## src/rtl/apb_master_mux.sv

```systemverilog
// APB master bridge: one valid/ready command at a time, routed to one of NUM_SLV slaves by the upper address bits.
// Latency: a zero-wait transfer answers three cycles after accept; a decode error answers one cycle after accept.
// Backpressure: cmd_ready is high only while idle and out of reset; a slave stretches ACCESS by holding PREADY low.
// Optional APB_TIMEOUT_EN: abort a transfer with rsp_err once ACCESS has waited TIMEOUT cycles.
module apb_master_mux #(
  parameter int ADDR_W  = 8,
  parameter int DATA_W  = 8,
  parameter int NUM_SLV = 4,
  parameter int TIMEOUT = 16
) (
  input  logic                      PCLK,
  input  logic                      PRESET,
  input  logic                      cmd_valid,
  output logic                      cmd_ready,
  input  logic                      cmd_write,
  input  logic [ADDR_W-1:0]         cmd_addr,
  input  logic [DATA_W-1:0]         cmd_wdata,
  output logic                      rsp_valid,
  output logic [DATA_W-1:0]         rsp_rdata,
  output logic                      rsp_err,
  output logic [ADDR_W-1:0]         PADDR,
  output logic [DATA_W-1:0]         PWDATA,
  output logic                      PWRITE,
  output logic [NUM_SLV-1:0]        PSEL,
  output logic                      PENABLE,
  input  logic [NUM_SLV-1:0]        PREADY,
  input  logic [NUM_SLV*DATA_W-1:0] PRDATA,
  input  logic [NUM_SLV-1:0]        PSLVERR
);

  localparam int SEL_W = $clog2(NUM_SLV);
  localparam logic [SEL_W:0] NUM_SLV_L = NUM_SLV[SEL_W:0];

  typedef enum logic [1:0] {S_IDLE, S_SETUP, S_ACCESS} state_t;

  state_t              state_q, state_d;
  logic [SEL_W-1:0]    idx_q, idx_d;
  logic [ADDR_W-1:0]   paddr_q, paddr_d;
  logic [DATA_W-1:0]   pwdata_q, pwdata_d;
  logic                pwrite_q, pwrite_d;
  logic                rsp_valid_q, rsp_valid_d;
  logic [DATA_W-1:0]   rsp_rdata_q, rsp_rdata_d;
  logic                rsp_err_q, rsp_err_d;

`ifdef APB_TIMEOUT_EN
  localparam int CNT_W = $clog2(TIMEOUT + 1);
  logic [CNT_W-1:0]    cnt_q, cnt_d;
`endif

  logic [SEL_W-1:0]    cmd_idx;
  logic                decode_err;
  logic                pready_sel;
  logic                pslverr_sel;
  logic [DATA_W-1:0]   prdata_sel;

  // Decode the incoming command and pick out the active slave's response lines.
  always_comb begin
    cmd_idx     = cmd_addr[ADDR_W-1 -: SEL_W];
    decode_err  = ({1'b0, cmd_idx} >= NUM_SLV_L);
    pready_sel  = PREADY[idx_q];
    pslverr_sel = PSLVERR[idx_q];
    prdata_sel  = PRDATA[idx_q*DATA_W +: DATA_W];
    cmd_ready   = (state_q == S_IDLE) & ~PRESET;
  end

  // Next-state and register update logic for the SETUP/ACCESS sequence.
  always_comb begin
    state_d     = state_q;
    idx_d       = idx_q;
    paddr_d     = paddr_q;
    pwdata_d    = pwdata_q;
    pwrite_d    = pwrite_q;
    rsp_valid_d = 1'b0;
    rsp_rdata_d = rsp_rdata_q;
    rsp_err_d   = rsp_err_q;
`ifdef APB_TIMEOUT_EN
    cnt_d       = cnt_q;
`endif
    case (state_q)
      S_IDLE: begin
        if (cmd_valid) begin
          if (decode_err) begin
            // Unmapped slave: answer immediately without touching the bus.
            rsp_valid_d = 1'b1;
            rsp_err_d   = 1'b1;
            rsp_rdata_d = '0;
          end else begin
            idx_d    = cmd_idx;
            paddr_d  = cmd_addr;
            pwdata_d = cmd_wdata;
            pwrite_d = cmd_write;
            state_d  = S_SETUP;
          end
        end
      end
      S_SETUP: begin
        state_d = S_ACCESS;
`ifdef APB_TIMEOUT_EN
        cnt_d   = '0;
`endif
      end
      S_ACCESS: begin
        if (pready_sel) begin
          rsp_valid_d = 1'b1;
          rsp_err_d   = pslverr_sel;
          rsp_rdata_d = (!pwrite_q && !pslverr_sel) ? prdata_sel : '0;
          state_d     = S_IDLE;
`ifdef APB_TIMEOUT_EN
        end else if (cnt_q == CNT_W'(TIMEOUT)) begin
          // Slave never answered: give up and report an error.
          rsp_valid_d = 1'b1;
          rsp_err_d   = 1'b1;
          rsp_rdata_d = '0;
          state_d     = S_IDLE;
        end else begin
          cnt_d = cnt_q + 1'b1;
`endif
        end
      end
      default: state_d = S_IDLE;
    endcase
  end

  // State and data registers with synchronous reset.
  always_ff @(posedge PCLK) begin
    if (PRESET) begin
      state_q     <= S_IDLE;
      idx_q       <= '0;
      paddr_q     <= '0;
      pwdata_q    <= '0;
      pwrite_q    <= 1'b0;
      rsp_valid_q <= 1'b0;
      rsp_rdata_q <= '0;
      rsp_err_q   <= 1'b0;
`ifdef APB_TIMEOUT_EN
      cnt_q       <= '0;
`endif
    end else begin
      state_q     <= state_d;
      idx_q       <= idx_d;
      paddr_q     <= paddr_d;
      pwdata_q    <= pwdata_d;
      pwrite_q    <= pwrite_d;
      rsp_valid_q <= rsp_valid_d;
      rsp_rdata_q <= rsp_rdata_d;
      rsp_err_q   <= rsp_err_d;
`ifdef APB_TIMEOUT_EN
      cnt_q       <= cnt_d;
`endif
    end
  end

  // Bus outputs come straight from registered state.
  always_comb begin
    PSEL = '0;
    if (state_q != S_IDLE) PSEL[idx_q] = 1'b1;
    PENABLE   = (state_q == S_ACCESS);
    PADDR     = paddr_q;
    PWDATA    = pwdata_q;
    PWRITE    = pwrite_q;
    rsp_valid = rsp_valid_q;
    rsp_rdata = rsp_rdata_q;
    rsp_err   = rsp_err_q;
  end

endmodule

```

## config.mk

```make
export PLATFORM = sky130hd
export DESIGN_NAME = apb_master_mux
export DESIGN_NICKNAME = d
export VERILOG_FILES = /design/src/rtl/apb_master_mux.sv
export SDC_FILE = /design/constraint.sdc
export NUM_CORES = 1
export LEC_CHECK = 0
export CAP_MARGIN = 0
export CORE_MARGIN = 2
export CORE_UTILIZATION = 55
export DETAILED_ROUTE_END_ITERATION = 12
export DONT_BUFFER_PORTS = 1
export GPL_TIMING_DRIVEN = 0
export PLACE_DENSITY = 0.79
export SLEW_MARGIN = 15
export SYNTH_ARGS = -nofsm -noshare
export SYNTH_HDL_FRONTEND = slang
export SYNTH_SLANG_ARGS = --single-unit
```

## constraint.sdc

```tcl
create_clock -name PCLK -period 1.9 [get_ports PCLK]
set_input_delay 0.38 -clock PCLK [delete_from_list [all_inputs] [get_ports PCLK]]
set_output_delay 0.38 -clock PCLK [all_outputs]
set_load 0.005 [all_outputs]
```

==> report_table.html, run 1 <==
<table>
<tr><th>Metric</th><th>Value</th></tr>
<tr><th colspan="2">Finish</th></tr>
<tr><td>Inserted Diodes</td><td>0</td></tr>
<tr><td>Most frequent cells in the layout</td><td>sky130_fd_sc_hd__nand2_1, sky130_fd_sc_hd__dfxtp_1, sky130_fd_sc_hd__a21oi_1</td></tr>
<tr><td>Fraction of final layout cells sized beyond drive strength 1</td><td>0.2109</td></tr>
<tr><td>Fin cells</td><td>177</td></tr>
<tr><td>Area overhead of the layout relative to synthesis</td><td>7.960%</td></tr>
<tr><td>Final net count</td><td>206</td></tr>
<tr><td>Most common cell after layout, fill and taps aside</td><td>sky130_fd_sc_hd__nand2_1</td></tr>
<tr><td>Fillcell total</td><td>217</td></tr>
<tr><th colspan="2">STA</th></tr>
<tr><td>PnR worst setup slack</td><td>0.07705 ns</td></tr>
<tr><td>Final TNS setup</td><td>0 ns</td></tr>
<tr><td>Worst slew margin relative to its limit</td><td>0.6906</td></tr>
<tr><td>Slew of the pin with the lowest slew margin</td><td>0.4641 ns</td></tr>
<tr><td>Final setup violation count</td><td>0</td></tr>
<tr><td>Final worst-path cycle share</td><td>0.9594</td></tr>
<tr><td>Final-layout worst hold slack</td><td>0.1703 ns</td></tr>
<tr><td>Number of hold-slack violations in the final timing report</td><td>0</td></tr>
<tr><td>Number of max-slew violations in the final report</td><td>0</td></tr>
<tr><td>Highest clock frequency the design can meet</td><td>0.5486 GHz</td></tr>
<tr><td>Minimum clock period after layout</td><td>1.823 ns</td></tr>
<tr><td>Clock tree skew after final layout</td><td>0.01016 ns</td></tr>
<tr><td>Unrepaired setup endpoints after global routing</td><td>false</td></tr>
<tr><th colspan="2">Clock network</th></tr>
<tr><td>Clock latency on the worst-skew pair</td><td>0.32 ns</td></tr>
<tr><td>Num CTS Buffers</td><td>5</td></tr>
<tr><td>H-tree Lvls</td><td>2</td></tr>
<tr><td>Buffer levels on the longest clock path</td><td>2</td></tr>
<tr><td>Clk sink count</td><td>29</td></tr>
<tr><td>Total setup buffers inserted after CTS</td><td>0</td></tr>
<tr><td>Clock-pin transition on the worst setup and hold timing paths</td><td>0.09 ns</td></tr>
<tr><td>Root Driver</td><td>sky130_fd_sc_hd__clkbuf_4</td></tr>
<tr><td>Clock tree from TritonCTS</td><td>built</td></tr>
<tr><th colspan="2">Worst setup path</th></tr>
<tr><td>Critical register-to-register path startpoint</td><td>idx_q[0]$_SDFFE_PP0P_</td></tr>
<tr><td>CP arrival</td><td>2.08 ns</td></tr>
<tr><td>CP Data Required Time</td><td>2.16 ns</td></tr>
<tr><td>Startpoint type of the worst setup path</td><td>flop</td></tr>
<tr><td>Reg2reg end</td><td>rsp_rdata[6]$_SDFFE_PP0P_</td></tr>
<tr><td>Register-to-register setup slack</td><td>0.08 ns</td></tr>
<tr><td>Worst reg2reg path depth</td><td>5</td></tr>
<tr><td>Maximum fanout encountered on the critical timing path</td><td>8</td></tr>
<tr><td>Type of element capturing the critical path</td><td>flop</td></tr>
<tr><td>Category of the critical setup timing path</td><td>reg -&gt; reg</td></tr>
<tr><th colspan="2">Place</th></tr>
<tr><td>RePlAce Congestion</td><td>0.6784</td></tr>
<tr><td>Buffers on Ports</td><td>0</td></tr>
<tr><td>Place WS</td><td>-0.01551 ns</td></tr>
<tr><td>DP Cell Count</td><td>169</td></tr>
<tr><td>Post-detailed-placement half-perimeter wirelength</td><td>2371 um</td></tr>
<tr><th colspan="2">Route</th></tr>
<tr><td>1st-iter DRT viols</td><td>16</td></tr>
<tr><td>DRT Pass-1 Iters</td><td>4</td></tr>
<tr><td>Mean routed wirelength per cell</td><td>17.03 um</td></tr>
<tr><td>Vias per inst</td><td>5.859</td></tr>
<tr><td>Via Count</td><td>1,037</td></tr>
<tr><td>Number of nets still failing antenna checks after routing</td><td>0</td></tr>
<tr><td>DRC violation count after routing</td><td>0</td></tr>
<tr><td>Total Wirelength</td><td>3014 um</td></tr>
<tr><th colspan="2">Yosys</th></tr>
<tr><td>Synthesis-stage register bit count</td><td>29</td></tr>
<tr><td>Post-Synthesis Net Count</td><td>199</td></tr>
<tr><td>Area contributors post-synth</td><td>sky130_fd_sc_hd__dfxtp_1, sky130_fd_sc_hd__mux4_2, sky130_fd_sc_hd__nand2_1</td></tr>
<tr><td>Area share of the largest cell type after synthesis</td><td>0.4245</td></tr>
<tr><td>Post-Syn Instances</td><td>139</td></tr>
<tr><td>Area leader, netlist</td><td>sky130_fd_sc_hd__dfxtp_1</td></tr>
<tr><td>Yosys warning count</td><td>0</td></tr>
<tr><td>Total standard cell area after synthesis</td><td>1368 um^2</td></tr>
<tr><td>Mapped Avg Cell Area</td><td>9.839 um^2</td></tr>
<tr><td>Count of unique library cells instantiated by Yosys</td><td>23</td></tr>
<tr><td>Sequential-to-total area share from yosys stat</td><td>0.4245</td></tr>
<tr><th colspan="2">Global route</th></tr>
<tr><td>Initial antenna violation count</td><td>0</td></tr>
<tr><td>Remaining global-route overflow</td><td>0</td></tr>
<tr><td>Pin count of the biggest net entering global routing</td><td>11</td></tr>
<tr><td>Global-route wire length before repair</td><td>4250 um</td></tr>
<tr><td>Number of global-route vias before repair</td><td>991</td></tr>
<tr><td>Total track usage</td><td>0.2127</td></tr>
<tr><th colspan="2">Worst hold path</th></tr>
<tr><td>Path class of the lowest-slack min-delay path</td><td>in -&gt; reg</td></tr>
<tr><td>WHS Endpoint</td><td>state_q[0]$_SDFFE_PP0P_</td></tr>
<tr><td>Start point of the worst hold path</td><td>cmd_valid</td></tr>
<tr><td>Number of instances on the worst hold path</td><td>1</td></tr>
<tr><th colspan="2">Die</th></tr>
<tr><td>Top-level I/O count</td><td>93</td></tr>
<tr><td>Core Footprint</td><td>2410 um^2</td></tr>
<tr><td>Die ar.</td><td>2901 um^2</td></tr>
<tr><td>Cell Rows</td><td>18</td></tr>
<tr><td>Die height</td><td>53.87 um</td></tr>
<tr><td>Die extent in x</td><td>53.87 um</td></tr>
<tr><td>Initial standard-cell utilization of the core</td><td>0.5675</td></tr>
<tr><th colspan="2">Run</th></tr>
<tr><td>Total of max-cap violations</td><td>0</td></tr>
<tr><th colspan="2">Outcome</th></tr>
<tr><td>Outcome</td><td>finished, final reports clean</td></tr>
<tr><th colspan="2">Power</th></tr>
<tr><td>Power per Cell Area</td><td>799.9 nW/um^2</td></tr>
<tr><td>Leakage power</td><td>0.5474 nW</td></tr>
<tr><td>Worst ir drop on vdd</td><td>0.6340 mV</td></tr>
</table>
-- layer usage --
| metal | share of wire | global-route usage | up-vias |
|---|---|---|---|
| li1 | - | - | 495 |
| met1 | 0.35 | 0.1972 | 474 |
| met2 | 0.49 | 0.3638 | 64 |
| met3 | 0.15 | 0.1361 | 4 |
| met4 | 0.0096 | 0.09402 | 0 |
| met5 | 0 | 0 | - |
-- per-stage QoR --
stage,util,power [W],area (um^2)
floorplan,-,0.0008115,1368
detailed placement,0.5831,0.0008441,1405
finish,0.6127,0.001181,1476
CTS,0.6070,0.001193,1463
global route,0.6127,0.001241,1476
global placement,0.5831,0.0008347,1405
-- cells in the mapped netlist --
cell                        number
sky130_fd_sc_hd__o21ai_0         1
sky130_fd_sc_hd__a21oi_2         1
sky130_fd_sc_hd__nand3_1         1
sky130_fd_sc_hd__nor2_1          5
sky130_fd_sc_hd__dfxtp_1        29
sky130_fd_sc_hd__a21bo_2         1
sky130_fd_sc_hd__nand2_1        35
sky130_fd_sc_hd__o2bb2ai_2       8
sky130_fd_sc_hd__a21oi_1        18
sky130_fd_sc_hd__clkbuf_1        6
sky130_fd_sc_hd__o21a_1          1
sky130_fd_sc_hd__buf_6           2
sky130_fd_sc_hd__or4b_1          1
sky130_fd_sc_hd__nor3_1          3
sky130_fd_sc_hd__mux4_2          7
sky130_fd_sc_hd__mux4_1          3
sky130_fd_sc_hd__nand2b_1        2
sky130_fd_sc_hd__or3b_2          1
sky130_fd_sc_hd__nor3b_1         1
sky130_fd_sc_hd__and2_1          1
sky130_fd_sc_hd__or2_2           1
sky130_fd_sc_hd__buf_2           1
sky130_fd_sc_hd__inv_1          10
-- sequential cells by signal, indices dropped and copies added (netlist names) --
register / flops
PADDR: 6
PWRITE: 1
rsp_valid: 1
state_q: 2
rsp_err: 1
rsp_rdata: 8
idx_q: 2
PWDATA: 8
-- final cells by class --
| type | count | area (um^2) | area share |
|---|---|---|---|
| multi-input combinational | 91 | 716.9 | 0.4856 |
| clock buffer | 8 | 48.80 | 0.03305 |
| tap | 30 | 37.54 | 0.02542 |
| sequential | 29 | 581.8 | 0.3941 |
| inverter | 10 | 37.54 | 0.02542 |
| buffer | 9 | 53.80 | 0.03644 |
-- power by group --
group	switching (W)	internal, W	leakage [nW]
Clock	0.000200	0.000147	0.0265
Combinational	0.0000923	0.0000771	0.284
Sequential	0.0000267	0.000638	0.237
Total	0.000319	0.000862	0.547
-- worst max-delay path by stage --
stage	slack, ns	end	startpoint	cells past startpoint
floorplan	0.15	rsp_rdata[0]$_SDFFE_PP0P_	idx_q[0]$_SDFFE_PP0P_	5
CTS	0.04	PSEL[3]	idx_q[0]$_SDFFE_PP0P_	4
detailed placement	-0.02	rsp_rdata[6]$_SDFFE_PP0P_	idx_q[0]$_SDFFE_PP0P_	4
global route	0.03	rsp_rdata[7]$_SDFFE_PP0P_	idx_q[0]$_SDFFE_PP0P_	5
finish	0.08	rsp_rdata[6]$_SDFFE_PP0P_	idx_q[0]$_SDFFE_PP0P_	5
global placement	0.03	rsp_rdata[4]$_SDFFE_PP0P_	idx_q[0]$_SDFFE_PP0P_	4
-- repair_timing --
action,in CTS,in global routing
endpoints found under the hold margin,0,0
setup endpoints to repair,10,17
hold buffers,0,0
resized for setup,2,5
-- cells by family (layout without fill, tap and decap cells) --
logic type | count (synthesis) | count (layout) | share of synthesized area
flip-flops | 29 | 29 | 0.4245
multiplexers | 10 | 10 | 0.1729
AND/OR/NAND/NOR | 51 | 51 | 0.1619
buffers and inverters | 19 | 27 | 0.06404
AO/OA/AOI/OAI | 30 | 30 | 0.1766
-- worst max-delay path, stage by stage (launching register included) --
cell and delay, ns:
sky130_fd_sc_hd__dfxtp_2 0.35, sky130_fd_sc_hd__buf_6 0.12, sky130_fd_sc_hd__mux4_2 0.51, sky130_fd_sc_hd__or4b_1 0.50
sky130_fd_sc_hd__buf_6 0.17, sky130_fd_sc_hd__o2bb2ai_2 0.11
(Power assumes the default switching activity.)
==> run 2: changes to the inputs <==
--- a/config.mk
+++ b/config.mk
@@ -11,6 +11,7 @@
 export DETAILED_ROUTE_END_ITERATION = 12
 export DONT_BUFFER_PORTS = 1
 export GPL_TIMING_DRIVEN = 0
+export HOLD_SLACK_MARGIN = 0.02
 export PLACE_DENSITY = 0.79
 export SLEW_MARGIN = 15
 export SYNTH_ARGS = -nofsm -noshare
==> results of run 2 <==
Same layout as run 1: the final DEF is identical, and so are final timing and power.
==> run 3: changes to the inputs <==
==> constraint.sdc (replaced) <==
create_clock -name PCLK -period 1.9 [get_ports PCLK]
set_input_delay 0.38 -clock PCLK [delete_from_list [all_inputs] [get_ports PCLK]]
set_output_delay 0.38 -clock PCLK [all_outputs]
set_load 0.02 [all_outputs]
==> run 3 against run 2 <==
- final cell count down 0.56%
- clock skew decreased by 0.0028 ns
- global-route usage grew 0.23 points
- die area unchanged
- clock power about the same
- sequential power up 4.5%
- first-iteration DRC count unchanged
- combinational power grew 9%
- maximum frequency fell by 1.8%
- core utilization rose by 0.78 points
- largest cell class unchanged
==> report_table.html, run 3 (synthesis results as in run 1) <==
<table>
<tr><th>Metric</th><th>Value</th></tr>
<tr><th colspan="2">Finish</th></tr>
<tr><td>Area overhead of the layout relative to synthesis</td><td>9.332%</td></tr>
<tr><td>Inserted Diodes</td><td>0</td></tr>
<tr><td>Fraction of final layout cells sized beyond drive strength 1</td><td>0.2397</td></tr>
<tr><td>Final net count</td><td>205</td></tr>
<tr><td>Most common cell after layout, fill and taps aside</td><td>sky130_fd_sc_hd__nand2_1</td></tr>
<tr><td>Most frequent cells in the layout</td><td>sky130_fd_sc_hd__nand2_1, sky130_fd_sc_hd__dfxtp_1, sky130_fd_sc_hd__a21oi_1</td></tr>
<tr><th colspan="2">Global route</th></tr>
<tr><td>Number of global-route vias before repair</td><td>995</td></tr>
<tr><td>Pin count of the biggest net entering global routing</td><td>11</td></tr>
<tr><td>Remaining global-route overflow</td><td>0</td></tr>
<tr><td>Global-route wire length before repair</td><td>4298 um</td></tr>
<tr><td>Initial antenna violation count</td><td>0</td></tr>
<tr><td>Total track usage</td><td>0.2150</td></tr>
<tr><th colspan="2">Route</th></tr>
<tr><td>Total Wirelength</td><td>3031 um</td></tr>
<tr><td>DRT Pass-1 Iters</td><td>4</td></tr>
<tr><td>Number of nets still failing antenna checks after routing</td><td>0</td></tr>
<tr><td>Mean routed wirelength per cell</td><td>17.22 um</td></tr>
<tr><td>Via Count</td><td>1,032</td></tr>
<tr><td>1st-iter DRT viols</td><td>16</td></tr>
<tr><td>Vias per inst</td><td>5.864</td></tr>
<tr><td>DRC violation count after routing</td><td>0</td></tr>
<tr><th colspan="2">Worst setup path</th></tr>
<tr><td>Cell class contributing the biggest share of worst-path delay</td><td>simple AND/OR/NAND/NOR gates</td></tr>
<tr><td>Register-to-register setup slack</td><td>0.04 ns</td></tr>
<tr><td>CP arrival</td><td>2.11 ns</td></tr>
<tr><td>Longest individual stage delay on the worst path</td><td>0.60 ns</td></tr>
<tr><td>Critical register-to-register path startpoint</td><td>idx_q[0]$_SDFFE_PP0P_</td></tr>
<tr><td>Startpoint type of the worst setup path</td><td>flop</td></tr>
<tr><td>Maximum fanout encountered on the critical timing path</td><td>8</td></tr>
<tr><td>Worst reg2reg path depth</td><td>4</td></tr>
<tr><td>Reg2reg end</td><td>rsp_rdata[6]$_SDFFE_PP0P_</td></tr>
<tr><td>Crit path depth</td><td>4</td></tr>
<tr><td>Type of element capturing the critical path</td><td>flop</td></tr>
<tr><td>Sequence of cells on the critical path</td><td>buf_6 &gt; mux4_2 &gt; or4b_4 &gt; o2bb2ai_2</td></tr>
<tr><td>Cell at the slowest stage of the critical path</td><td>sky130_fd_sc_hd__or4b_4</td></tr>
<tr><td>Number of buffers and inverters on the critical path</td><td>1</td></tr>
<tr><td>CP Data Required Time</td><td>2.16 ns</td></tr>
<tr><td>Category of the critical setup timing path</td><td>reg -&gt; reg</td></tr>
<tr><th colspan="2">Worst hold path</th></tr>
<tr><td>Path class of the lowest-slack min-delay path</td><td>in -&gt; reg</td></tr>
<tr><td>Number of instances on the worst hold path</td><td>1</td></tr>
<tr><td>Start point of the worst hold path</td><td>cmd_valid</td></tr>
<tr><td>WHS Endpoint</td><td>state_q[0]$_SDFFE_PP0P_</td></tr>
<tr><th colspan="2">Clock network</th></tr>
<tr><td>Num CTS Buffers</td><td>5</td></tr>
<tr><td>Buffer levels on the longest clock path</td><td>2</td></tr>
<tr><td>Total setup buffers inserted after CTS</td><td>0</td></tr>
<tr><td>H-tree Lvls</td><td>2</td></tr>
<tr><td>Clock latency on the worst-skew pair</td><td>0.32 ns</td></tr>
<tr><td>Total of hold buffers inserted after clock tree synthesis</td><td>0</td></tr>
<tr><td>Clock-pin transition on the worst setup and hold timing paths</td><td>0.09 ns</td></tr>
<tr><td>Root Driver</td><td>sky130_fd_sc_hd__clkbuf_4</td></tr>
<tr><td>Clk sink count</td><td>29</td></tr>
<tr><td>Clock tree from TritonCTS</td><td>built</td></tr>
<tr><th colspan="2">STA</th></tr>
<tr><td>Worst slew margin relative to its limit</td><td>0.5047</td></tr>
<tr><td>Final setup violation count</td><td>0</td></tr>
<tr><td>Number of hold-slack violations in the final timing report</td><td>0</td></tr>
<tr><td>Final worst-path cycle share</td><td>0.9774</td></tr>
<tr><td>Slew of the pin with the lowest slew margin</td><td>0.7373 ns</td></tr>
<tr><td>Number of max-slew violations in the final report</td><td>0</td></tr>
<tr><td>Clock tree skew after final layout</td><td>0.007352 ns</td></tr>
<tr><td>Minimum clock period after layout</td><td>1.857 ns</td></tr>
<tr><td>Highest clock frequency the design can meet</td><td>0.5385 GHz</td></tr>
<tr><td>Final-layout worst hold slack</td><td>0.1704 ns</td></tr>
<tr><td>PnR worst setup slack</td><td>0.04293 ns</td></tr>
<tr><th colspan="2">Place</th></tr>
<tr><td>Place WS</td><td>-0.1468 ns</td></tr>
<tr><td>RePlAce Congestion</td><td>0.6784</td></tr>
<tr><td>Buffers on Ports</td><td>0</td></tr>
<tr><td>Post-detailed-placement half-perimeter wirelength</td><td>2371 um</td></tr>
<tr><th colspan="2">Power</th></tr>
<tr><td>Power per Cell Area</td><td>817.5 nW/um^2</td></tr>
<tr><td>Worst ir drop on vdd</td><td>0.6226 mV</td></tr>
<tr><td>Leakage power</td><td>0.5476 nW</td></tr>
<tr><td>Pwr Total</td><td>0.001222 W</td></tr>
<tr><th colspan="2">Die</th></tr>
<tr><td>Core Footprint</td><td>2410 um^2</td></tr>
<tr><td>Initial standard-cell utilization of the core</td><td>0.5675</td></tr>
<tr><td>Die height</td><td>53.87 um</td></tr>
<tr><td>Cell Rows</td><td>18</td></tr>
<tr><td>Top-level I/O count</td><td>93</td></tr>
<tr><td>Die extent in x</td><td>53.87 um</td></tr>
<tr><td>Die ar.</td><td>2901 um^2</td></tr>
<tr><th colspan="2">Run</th></tr>
<tr><td>Total of max-cap violations</td><td>0</td></tr>
<tr><th colspan="2">Outcome</th></tr>
<tr><td>Outcome</td><td>finished, final reports clean</td></tr>
</table>
run 3: cell types whose count changed in the layout (fill, tap and decap cells not counted), sizes merged:
cell and delta:
clkbuf -1
run 3: routing by layer:
layer  up-vias  routed length (um)  global-route usage
met5         -                   0                   0
met4         0                  29             0.09402
met3         4                 444              0.1361
met2        67                1466              0.3699
met1       467                1090              0.1990
li1        494                   -                   -
run 3: area by class of cell:
| cell class | instances | area [um^2] |
|---|---|---|
| plain buffers | 8 | 48.80 |
| clock buffers | 8 | 48.80 |
| fillers | 211 | 914.6 |
| inverters | 10 | 37.54 |
| multi-input cells | 91 | 737.0 |
| flip-flops and latches | 29 | 585.6 |
| well taps | 30 | 37.54 |
run 3: per-stage QoR:
step / util / instances / setup TNS [ns] / area [um^2]
after floorplan: - / 139 / 0 / 1368
after global placement: 0.5831 / 169 / -0.8348 / 1405
after detailed placement: 0.5831 / 169 / -1.218 / 1405
after CTS: 0.6189 / 177 / -0.0001297 / 1491
after global routing: 0.6205 / 176 / -0.005386 / 1495
final: 0.6205 / 176 / 0 / 1495
run 3: worst reg2reg max path, delay by kind of cell, from the launching register on:
family,cells,cell delay [ns]
buffers and inverters,1,0.13
AO/OA/AOI/OAI,1,0.16
multiplexers,1,0.52
flip-flops,1,0.39
AND/OR/NAND/NOR,1,0.60
run 3: how the worst max path moves through the flow:
stage / startpoint / to / slack (ns)
after detailed placement: idx_q[1]$_SDFFE_PP0P_ / PSEL[2] / -0.15
after global routing: idx_q[0]$_SDFFE_PP0P_ / rsp_rdata[7]$_SDFFE_PP0P_ / -0.004
final: idx_q[0]$_SDFFE_PP0P_ / rsp_rdata[6]$_SDFFE_PP0P_ / 0.04
after CTS: idx_q[0]$_SDFFE_PP0P_ / PSEL[3] / -0.0001
after floorplan: idx_q[0]$_SDFFE_PP0P_ / rsp_rdata[0]$_SDFFE_PP0P_ / 0.02
after global placement: idx_q[0]$_SDFFE_PP0P_ / rsp_rdata[4]$_SDFFE_PP0P_ / -0.1
run 3: timing repair:
action | 4_1_cts | 5_1_grt
hold endpoints to repair | 0 | 0
pin swaps | 1 | 3
endpoints found under the setup margin | 12 | 21
resized for setup | 12 | 5
run 3: power breakdown:
group,internal [W],total (W),switching [W]
clock network,0.000147,0.000344,0.000197
registers,0.000637,0.000694,0.0000571
logic,0.0000800,0.000184,0.000104
